**config.mk**
```make
export PLATFORM = sky130hd
export DESIGN_NAME = fpnew_slice_share_arbiter_flat
export DESIGN_NICKNAME = d
export VERILOG_FILES = /design/src/rtl/fpnew_slice_share_arbiter_if.sv /design/src/rtl/fpnew_slice_share_arbiter.sv /design/src/flat_wrapper.sv
export SDC_FILE = /design/constraint.sdc
export NUM_CORES = 1
export LEC_CHECK = 0
export BUFFER_PORTS_ARGS = -buffer_cell sky130_fd_sc_hd__clkbuf_2
export CORE_AREA = 2 2 187 189
export CTS_CLUSTER_SIZE = 30
export DETAILED_ROUTE_END_ITERATION = 7
export DIE_AREA = 0 0 189 191
export GPL_TIMING_DRIVEN = 1
export SLEW_MARGIN = 15
export SYNTH_ARGS = -nofsm -noshare
export SYNTH_HDL_FRONTEND = slang
export SYNTH_SLANG_ARGS = --single-unit
```
**constraint.sdc**
```tcl
create_clock -name clk_i -period 3.4 [get_ports clk_i]
set_input_delay 0.51 -clock clk_i [delete_from_list [all_inputs] [get_ports clk_i]]
set_output_delay 0.51 -clock clk_i [all_outputs]
set_load 0.01 [all_outputs]
```
**src/rtl/fpnew_slice_share_arbiter_if.sv**
```systemverilog
// Handshake bundle between the requesters, the shared format slice and the
// slice-share arbiter. The master modport is the arbiter's view; slave is the environment's.
interface fpnew_slice_share_arbiter_if #(
    parameter int unsigned NumReq      = 2,
    parameter int unsigned DataWidth   = 128,
    parameter int unsigned Width       = 32,
    parameter int unsigned MaxInflight = 4
);
    localparam int unsigned CntW = $clog2(MaxInflight + 1);

    logic                                flush_i;
    logic [NumReq-1:0]                   req_valid_i;
    logic [NumReq-1:0]                   req_ready_o;
    logic [NumReq-1:0][DataWidth-1:0]    req_data_i;
    logic                                slc_valid_o;
    logic                                slc_ready_i;
    logic [DataWidth-1:0]                slc_data_o;
    logic                                slc_flush_o;
    logic                                slc_valid_i;
    logic                                slc_ready_o;
    logic [Width-1:0]                    slc_result_i;
    logic [4:0]                          slc_status_i;
    logic [NumReq-1:0]                   rsp_valid_o;
    logic [NumReq-1:0]                   rsp_ready_i;
    logic [Width-1:0]                    rsp_result_o;
    logic [4:0]                          rsp_status_o;
    logic [CntW-1:0]                     inflight_o;
    logic                                busy_o;

    modport master (
        input  flush_i, req_valid_i, req_data_i, slc_ready_i, slc_valid_i,
               slc_result_i, slc_status_i, rsp_ready_i,
        output req_ready_o, slc_valid_o, slc_data_o, slc_flush_o, slc_ready_o,
               rsp_valid_o, rsp_result_o, rsp_status_o, inflight_o, busy_o
    );

    modport slave (
        output flush_i, req_valid_i, req_data_i, slc_ready_i, slc_valid_i,
               slc_result_i, slc_status_i, rsp_ready_i,
        input  req_ready_o, slc_valid_o, slc_data_o, slc_flush_o, slc_ready_o,
               rsp_valid_o, rsp_result_o, rsp_status_o, inflight_o, busy_o
    );
endinterface

```
**src/rtl/fpnew_slice_share_arbiter.sv**
```systemverilog
// Shares one in-order format slice between NumReq requesters: round-robin grant with
// a lock that holds a stalled offer, plus an ID FIFO that routes results back to their owner.
module fpnew_slice_share_arbiter #(
    parameter int unsigned NumReq      = 2,
    parameter int unsigned DataWidth   = 128,
    parameter int unsigned Width       = 32,
    parameter int unsigned MaxInflight = 4
) (
    input  logic                        clk_i,
    input  logic                        rst_i,
    fpnew_slice_share_arbiter_if.master bus
);
    localparam int unsigned IdW  = (NumReq > 1) ? $clog2(NumReq) : 1;
    localparam int unsigned PtrW = (MaxInflight > 1) ? $clog2(MaxInflight) : 1;
    localparam int unsigned CntW = $clog2(MaxInflight + 1);

    typedef logic [IdW-1:0]  id_t;
    typedef logic [PtrW-1:0] ptr_t;
    typedef logic [CntW-1:0] cnt_t;

    // Registered state
    id_t  rr_ptr_q,  rr_ptr_d;
    logic lock_q,    lock_d;
    id_t  lock_id_q, lock_id_d;
    ptr_t wr_ptr_q,  wr_ptr_d;
    ptr_t rd_ptr_q,  rd_ptr_d;
    cnt_t cnt_q,     cnt_d;
    id_t  fifo_q [MaxInflight];
    id_t  fifo_d [MaxInflight];

    // Combinational decode
    logic                 win_found;
    id_t                  win_id;
    id_t                  scan_idx;
    logic                 fifo_full;
    logic                 fifo_empty;
    logic                 grant_ok;
    logic                 accept;
    logic                 pop;
    id_t                  head_id;
    logic                 slc_ready;
    logic [NumReq-1:0]    req_ready;
    logic [NumReq-1:0]    rsp_valid;
    logic [DataWidth-1:0] slc_data;
    logic [Width-1:0]     rsp_result;

    function automatic ptr_t ptr_inc(input ptr_t p);
        return (p == ptr_t'(MaxInflight - 1)) ? '0 : p + ptr_t'(1);
    endfunction

    function automatic id_t id_inc(input id_t id);
        return (id == id_t'(NumReq - 1)) ? '0 : id + id_t'(1);
    endfunction

    // Winner: the locked requester while an offer is stalled, otherwise the
    // first valid requester at or after rr_ptr.
    always_comb begin
        win_found = 1'b0;
        win_id    = '0;
        scan_idx  = '0;
        if (lock_q) begin
            win_id    = lock_id_q;
            win_found = bus.req_valid_i[lock_id_q];
        end else begin
            for (int unsigned k = 0; k < NumReq; k++) begin
                scan_idx = id_t'((32'(rr_ptr_q) + k) % NumReq);
                if (!win_found && bus.req_valid_i[scan_idx]) begin
                    win_found = 1'b1;
                    win_id    = scan_idx;
                end
            end
        end
    end

    // Fullness uses registered occupancy only, so a same-cycle pop never frees a slot.
    assign fifo_full  = (cnt_q == cnt_t'(MaxInflight));
    assign fifo_empty = (cnt_q == '0);
    assign grant_ok   = win_found && !fifo_full && !bus.flush_i;
    assign accept     = grant_ok && bus.slc_ready_i;
    assign head_id    = fifo_q[rd_ptr_q];
    assign slc_ready  = !fifo_empty && bus.rsp_ready_i[head_id];
    assign pop        = bus.slc_valid_i && slc_ready && !bus.flush_i;
    assign slc_data   = bus.req_data_i[win_id];
    assign rsp_result = bus.slc_result_i;

    always_comb begin
        req_ready = '0;
        if (win_found && bus.slc_ready_i && !fifo_full && !bus.flush_i) begin
            req_ready[win_id] = 1'b1;
        end
    end

    // A result with nothing in flight is a protocol error and is never forwarded.
    always_comb begin
        rsp_valid = '0;
        if (bus.slc_valid_i && !fifo_empty && !bus.flush_i) begin
            rsp_valid[head_id] = 1'b1;
        end
    end

    assign bus.req_ready_o  = req_ready;
    assign bus.slc_valid_o  = grant_ok;
    assign bus.slc_data_o   = slc_data;
    assign bus.slc_flush_o  = bus.flush_i;
    assign bus.slc_ready_o  = slc_ready;
    assign bus.rsp_valid_o  = rsp_valid;
    assign bus.rsp_result_o = rsp_result;
    assign bus.rsp_status_o = bus.slc_status_i;
    assign bus.inflight_o   = cnt_q;
    assign bus.busy_o       = (cnt_q != '0) || (|bus.req_valid_i);

    always_comb begin
        rr_ptr_d  = rr_ptr_q;
        lock_d    = lock_q;
        lock_id_d = lock_id_q;
        wr_ptr_d  = wr_ptr_q;
        rd_ptr_d  = rd_ptr_q;
        cnt_d     = cnt_q;
        fifo_d    = fifo_q;
        if (bus.flush_i) begin
            // rr_ptr survives a flush; only in-flight bookkeeping is dropped.
            lock_d   = 1'b0;
            wr_ptr_d = '0;
            rd_ptr_d = '0;
            cnt_d    = '0;
        end else begin
            if (accept) begin
                lock_d           = 1'b0;
                rr_ptr_d         = id_inc(win_id);
                fifo_d[wr_ptr_q] = win_id;
                wr_ptr_d         = ptr_inc(wr_ptr_q);
            end else if (grant_ok) begin
                lock_d    = 1'b1;
                lock_id_d = win_id;
            end
            if (pop) begin
                rd_ptr_d = ptr_inc(rd_ptr_q);
            end
            case ({accept, pop})
                2'b10:   cnt_d = cnt_q + cnt_t'(1);
                2'b01:   cnt_d = cnt_q - cnt_t'(1);
                default: cnt_d = cnt_q;
            endcase
        end
    end

    always_ff @(posedge clk_i) begin
        if (rst_i) begin
            rr_ptr_q  <= '0;
            lock_q    <= 1'b0;
            lock_id_q <= '0;
            wr_ptr_q  <= '0;
            rd_ptr_q  <= '0;
            cnt_q     <= '0;
        end else begin
            rr_ptr_q  <= rr_ptr_d;
            lock_q    <= lock_d;
            lock_id_q <= lock_id_d;
            wr_ptr_q  <= wr_ptr_d;
            rd_ptr_q  <= rd_ptr_d;
            cnt_q     <= cnt_d;
        end
    end

    // ID storage carries no reset; occupancy alone says which entries are live.
    always_ff @(posedge clk_i) begin
        fifo_q <= fifo_d;
    end
endmodule

```
**src/flat_wrapper.sv**
```systemverilog
// flat-port wrapper written by rule: the top's interface ports become plain ports
module fpnew_slice_share_arbiter_flat 
#(
    parameter int unsigned NumReq      = 2,
    parameter int unsigned DataWidth   = 128,
    parameter int unsigned Width       = 32,
    parameter int unsigned MaxInflight = 4
)
  (clk_i, rst_i, bus_flush_i, bus_req_valid_i, bus_req_data_i, bus_slc_ready_i, bus_slc_valid_i, bus_slc_result_i, bus_slc_status_i, bus_rsp_ready_i, bus_req_ready_o, bus_slc_valid_o, bus_slc_data_o, bus_slc_flush_o, bus_slc_ready_o, bus_rsp_valid_o, bus_rsp_result_o, bus_rsp_status_o, bus_inflight_o, bus_busy_o);
  fpnew_slice_share_arbiter_if #(.NumReq(NumReq), .DataWidth(DataWidth), .Width(Width), .MaxInflight(MaxInflight)) bus_i ();
  input  logic clk_i;
  input  logic rst_i;
  input wire logic [$bits(bus_i.flush_i)-1:0] bus_flush_i;
  input wire logic [$bits(bus_i.req_valid_i)-1:0] bus_req_valid_i;
  input wire logic [$bits(bus_i.req_data_i)-1:0] bus_req_data_i;
  input wire logic [$bits(bus_i.slc_ready_i)-1:0] bus_slc_ready_i;
  input wire logic [$bits(bus_i.slc_valid_i)-1:0] bus_slc_valid_i;
  input wire logic [$bits(bus_i.slc_result_i)-1:0] bus_slc_result_i;
  input wire logic [$bits(bus_i.slc_status_i)-1:0] bus_slc_status_i;
  input wire logic [$bits(bus_i.rsp_ready_i)-1:0] bus_rsp_ready_i;
  output wire logic [$bits(bus_i.req_ready_o)-1:0] bus_req_ready_o;
  output wire logic [$bits(bus_i.slc_valid_o)-1:0] bus_slc_valid_o;
  output wire logic [$bits(bus_i.slc_data_o)-1:0] bus_slc_data_o;
  output wire logic [$bits(bus_i.slc_flush_o)-1:0] bus_slc_flush_o;
  output wire logic [$bits(bus_i.slc_ready_o)-1:0] bus_slc_ready_o;
  output wire logic [$bits(bus_i.rsp_valid_o)-1:0] bus_rsp_valid_o;
  output wire logic [$bits(bus_i.rsp_result_o)-1:0] bus_rsp_result_o;
  output wire logic [$bits(bus_i.rsp_status_o)-1:0] bus_rsp_status_o;
  output wire logic [$bits(bus_i.inflight_o)-1:0] bus_inflight_o;
  output wire logic [$bits(bus_i.busy_o)-1:0] bus_busy_o;
  assign bus_i.flush_i = bus_flush_i;
  assign bus_i.req_valid_i = bus_req_valid_i;
  assign bus_i.req_data_i = bus_req_data_i;
  assign bus_i.slc_ready_i = bus_slc_ready_i;
  assign bus_i.slc_valid_i = bus_slc_valid_i;
  assign bus_i.slc_result_i = bus_slc_result_i;
  assign bus_i.slc_status_i = bus_slc_status_i;
  assign bus_i.rsp_ready_i = bus_rsp_ready_i;
  assign bus_req_ready_o = bus_i.req_ready_o;
  assign bus_slc_valid_o = bus_i.slc_valid_o;
  assign bus_slc_data_o = bus_i.slc_data_o;
  assign bus_slc_flush_o = bus_i.slc_flush_o;
  assign bus_slc_ready_o = bus_i.slc_ready_o;
  assign bus_rsp_valid_o = bus_i.rsp_valid_o;
  assign bus_rsp_result_o = bus_i.rsp_result_o;
  assign bus_rsp_status_o = bus_i.rsp_status_o;
  assign bus_inflight_o = bus_i.inflight_o;
  assign bus_busy_o = bus_i.busy_o;
  fpnew_slice_share_arbiter #(.NumReq(NumReq), .DataWidth(DataWidth), .Width(Width), .MaxInflight(MaxInflight)) u_core (.clk_i(clk_i), .rst_i(rst_i), .bus(bus_i));
endmodule
```
==> results.toml, run 1 <==
[sta]
grt_setup_unrepaired = "false"
fmax_mhz = 337
finClkSkew_ns = 0.00143
hold_viol = 0
slew_violations = 0
min_period_over_period_pct = 87.2
period_minus_slack_ns = 2.96
hold_slack_ns = 0.478
slew_headroom_pct = 68.2
finalSetupViolCount = 0
finalSetupTns_ns = 0
worst_pin_slew_ns = 0.477

[pwr]
combPwrFrac_pct = 60.7
p_total_uw = 1080
vdd_drop_max_mv = 0.119
swShare_pct = 34.8
power.internal_uw = 706
power.density_mw_per_mm2 = 216
p_clk_share_pct = 22.6
switchingPower_uw = 376
leakage_uw = 0.00254
p_seq_share_pct = 16.6

[cts]
clk_pin_slew_ns = 0.05
cts_buffers = 3
cts_hold_buf = 0
max-clock-path-buffers = 2
post_cts_resized = 0
cts_root_buffer = "clkbuf_16"
cts_sinks = 14
post_cts_buffers = 0
h-tree-depth = 1
cts_tree = "yes"
clkLatencyLatePin_ns = 0.24

[global_route]
antenna_found_initial = 2
grt.overflow.total = 0
grt_pass1_vias = 3087
grt_use_total_pct = 7.19
grt_pass1_wl_um = 19200
grt_max_degree = 80

[floorplan]
start_util_pct = 7.67
coreArea_mm2 = 0.0341
rows = 68
die_w_um = 189
die_y_um = 191
io_pins = 478
dieArea_mm2 = 0.0361

[yosys]
ys_types = 33
synth_seq_cells = 14
synth_edf_count = 4
yosysSeqAreaShare_pct = 12.2
synthCells = 269
avgSynthCellArea_um2 = 9.73
synthFlopType = "dfxtp_1"
syn-cell-area_mm2 = 0.00262
syn_nets = 578
yosys_warnings = 0
async_flop_share_pct = 0

[worst_setup_path]
timing.rr.end = "u_core.bus.inflight_o[2]"
rr_startpoint = "u_core.rd_ptr_q[0]"
crit_type = "reg -> reg"
reg2reg_depth = 9
worst_ep_arrival_time_ns = 3.14
r2r_slack_ns = 0.44
endpoint_kind = "register"
crit_fanout = 5
critPathRequiredTime_ns = 3.58
start_kind = "register"
startpoint = "u_core.rd_ptr_q[0]"

[detailed_routing]
wl_um = 14700
drt_pass1_iterations = 4
routedLengthMet1_um = 6280
num_vias = 3416
drtIter0Drc = 103
met3_length_um = 1340
highest_layer = "met5"
wl_met2_um = 6920
wire_per_inst_um = 13.6
drcViolationCount = 0
vias_per_cell = 3.16
final_antenna_net_count = 0

[job]
cap_violations = 0

[placed_design]
dp_hpwl_um = 13300
io_buffers = 403
gp_congestion = 0.819

[finish]
fin_util_pct = 14.7
nNetsFinal = 935
fillerInstances = 3887
drive_gt1_share_pct = 87.2
area_growth_pct = 91.2
final_cell_mix = "clkbuf_2 (403), mux2_2 (128), nor2_1 (10), dfxtp_1 (10), inv_1 (9)"
final_common_cell = "clkbuf_2"
antennaDiodeCount = 0

[worst_hold_path]
hold-path-endpoint = "u_core.rr_ptr_q"
hold_path.class = "reg -> reg"
whs_path_depth = 2
min_from = "u_core.rr_ptr_q"

[outcome]
status = "finished, final reports clean"
## registers in the layout, indices dropped and copies added, names as in the netlist
name and count:
u_core.fifo_q 4, u_core.bus.inflight_o 3, u_core.rd_ptr_q 2, u_core.wr_ptr_q 2
u_core.lock_id_q 1, u_core.lock_q 1, u_core.rr_ptr_q 1
## final cells by class
type | count | area (um^2) | area share [%]
repair buffers | 406 | 2060 | 41.3
well taps | 455 | 569 | 11.4
flip-flops and latches | 14 | 320 | 6.40
multi-input cells | 192 | 1930 | 38.5
inverters | 9 | 33.8 | 0.675
clock buffers | 4 | 88.8 | 1.78
## stage by stage
stage | instance area [um^2] | std cells | worst slack, ns
after global placement | 4920 | 1076 | 0.543
after global routing | 5000 | 1080 | 0.304
after detailed placement | 4920 | 1076 | 0.499
after floorplan | 2620 | 269 | 0.629
after CTS | 5000 | 1080 | 0.440
final | 5000 | 1080 | 0.436
## kinds of logic after synthesis
kind of cell / synth area share [%]
flops: 12.2
mux: 57.8
simple gates: 7.74
fa+ha+maj: 3.63
compound gates: 3.01
buf+inv: 14.9
xor+xnor: 0.669
## metal layers
layer,global-route usage [%],up-vias
met5,0,-
met4,1.44,4
met1,9.62,1532
met2,11.6,226
li1,-,1646
met3,1.95,8
## synth_stat cells, types with 2 or more instances
cell	number	area share, %
xor2_1	2	0.67
inv_1	9	1.3
nor2b_1	2	0.48
buf_2	8	1.5
mux2i_1	5	1.9
nand2b_1	3	0.72
buf_4	38	11
nor2_1	10	1.4
nor3b_1	2	0.57
nand2_1	4	0.57
or3_1	3	0.72
nor3_1	3	0.57
and2_1	5	1.2
edfxtp_1	4	4.6
clkbuf_1	8	1.1
mux2_2	128	55
ha_1	6	2.9
dfxtp_1	10	7.6
a21oi_1	4	0.76
o21ai_0	2	0.38
## power groups by stage
stage               registers, uW  logic, uW  clock network (uW)
floorplan                     182        359                   0
global placement              183        657                   0
detailed placement            183        664                   0
CTS                           180        669                 249
global route                  180        708                 262
finish                        180        657                 245
## how the worst max path moves through the flow
stage,end,slack [ns],cells past startpoint
finish,u_core.bus.inflight_o[2],0.44,9
global route,u_core.bus.inflight_o[2],0.30,9
CTS,u_core.bus.inflight_o[2],0.44,9
detailed placement,u_core.bus.inflight_o[2],0.50,9
global placement,u_core.bus.inflight_o[2],0.54,9
floorplan,u_core.bus.inflight_o[2],0.63,9
## worst max-delay path, stage by stage, from the launching register on
cell and delay (ns):
dfxtp_1 0.40, mux4_2 0.59, or4b_4 0.52, nand2_1 0.14, ha_1 0.20, inv_1 0.06
fa_1 0.38, xor2_1 0.16, or3_1 0.30, a21oi_1 0.13
Power figures use the tool's default switching activity.
==> inputs of run 2 (changes only) <==
==> constraint.sdc (replaced) <==
create_clock -name clk_i -period 3.4 [get_ports clk_i]
set_input_delay 0.68 -clock clk_i [delete_from_list [all_inputs] [get_ports clk_i]]
set_output_delay 0.68 -clock clk_i [all_outputs]
set_load 0.01 [all_outputs]
==> results.toml, run 2 (same netlist as run 1, synthesis figures left out) <==
[global_route]
grt_max_degree = 78
grt_use_total_pct = 7.03
grt_pass1_wl_um = 19000
grt.overflow.total = 0
grt_pass1_vias = 3183
antenna_found_initial = 2

[sta]
period_minus_slack_ns = 2.98
fin_ws_ns = 0.424
finClkSkew_ns = 0.00309
finalSetupViolCount = 0
hold_slack_ns = 0.477
worst_pin_slew_ns = 0.453
grt_setup_unrepaired = "false"
slew_headroom_pct = 69.8
finalSetupTns_ns = 0
min_period_over_period_pct = 87.5
fmax_mhz = 336
slew_violations = 0
hold_viol = 0

[floorplan]
io_pins = 478
dieArea_mm2 = 0.0361
coreArea_mm2 = 0.0341
die_w_um = 189
die_y_um = 191
rows = 68
start_util_pct = 7.67

[worst_hold_path]
hold_path.class = "reg -> reg"
min_from = "u_core.rr_ptr_q"

[cts]
post_cts_resized = 0
max-clock-path-buffers = 2
clkLatencyLatePin_ns = 0.24
post_cts_buffers = 0
h-tree-depth = 1
cts_buffers = 3
cts_sinks = 14
cts_root_buffer = "clkbuf_16"
clk_pin_slew_ns = 0.04
cts_hold_buf = 0
cts_tree = "yes"

[job]
cap_violations = 0

[detailed_routing]
drcViolationCount = 0
vias_per_cell = 3.18
drtIter0Drc = 69
num_vias = 3439
final_antenna_net_count = 0
wl_um = 14500
drt_pass1_iterations = 4
wire_per_inst_um = 13.4

[worst_setup_path]
endpoint_kind = "output pin"
crit_type = "in -> out"
startpoint = "bus_req_valid_i[0]"
critPathRequiredTime_ns = 2.72
worst_ep_arrival_time_ns = 2.30
crit_fanout = 77
rr_startpoint = "u_core.rd_ptr_q[0]"
start_kind = "primary input"

[finish]
final_cell_mix = "clkbuf_2 (403), mux2_2 (128), nor2_1 (10), dfxtp_1 (10), inv_1 (9)"
multiInputGateArea_mm2 = 0.00193
largest_reg_flops = 4
antennaDiodeCount = 0
fillerInstances = 3885
stdcell_count = 1080
final_common_cell = "clkbuf_2"
drive_gt1_share_pct = 87.0
ff_latch_area_um2 = 320
area_growth_pct = 90.8
fin_util_pct = 14.6
top_register = "u_core.fifo_q"
nNetsFinal = 935

[placed_design]
gp_congestion = 0.787
dp_cells = 1076
dp_hpwl_um = 13300
io_buffers = 403
pre_cts_slack_ns = 0.445

[pwr]
power.density_mw_per_mm2 = 212
vdd_drop_max_mv = 0.116
leakage_uw = 0.00253

[outcome]
status = "finished, final reports clean"
## run 2: critical path: stages
cell	delay (ns)
clkbuf_2	0.11
nor2b_1	0.15
o31ai_4	0.29
buf_12	0.34
mux2_2	0.44
clkbuf_2	0.16
## run 2: final cells by class
| type | instances | area share (%) |
|---|---|---|
| multi-input combinational | 192 | 38.6 |
| inverter | 9 | 0.676 |
| timing repair buffer | 406 | 41.3 |
| clock inverter | 1 | 0.0752 |
| clock buffer | 3 | 1.50 |
| sequential | 14 | 6.41 |
| tap | 455 | 11.4 |
## run 2: metrics by stage
stage / total power, uW / instance area (um^2)
after floorplan: 541 / 2620
after global placement: 841 / 4920
after detailed placement: 848 / 4920
after CTS: 1070 / 4990
after global routing: 1120 / 4990
final: 1060 / 4990
## run 2: routing by layer
| layer | vias up | GRT usage, % | wire, um |
|---|---|---|---|
| met4 | 4 | 1.26 | 114 |
| met5 | - | 0 | 27 |
| met1 | 1562 | 9.37 | 6250 |
| met2 | 226 | 11.5 | 6810 |
| met3 | 10 | 1.74 | 1290 |
| li1 | 1637 | - | - |
## run 2: worst paths after layout
| path | slack [ns] | to | cells after the start |
|---|---|---|---|
| min | 0.48 | u_core.rr_ptr_q | 2 |
| min reg2reg | 0.48 | u_core.rr_ptr_q | 2 |
| max | 0.42 | bus_slc_data_o[3] | 6 |
| max reg2reg | 0.46 | u_core.bus.inflight_o[2] | 9 |
## run 2: power by group
group,total [uW],switching [uW],internal [uW]
Sequential,180,3.96,176
Combinational,656,304,352
Clock,222,66.7,155
Total,1060,375,683
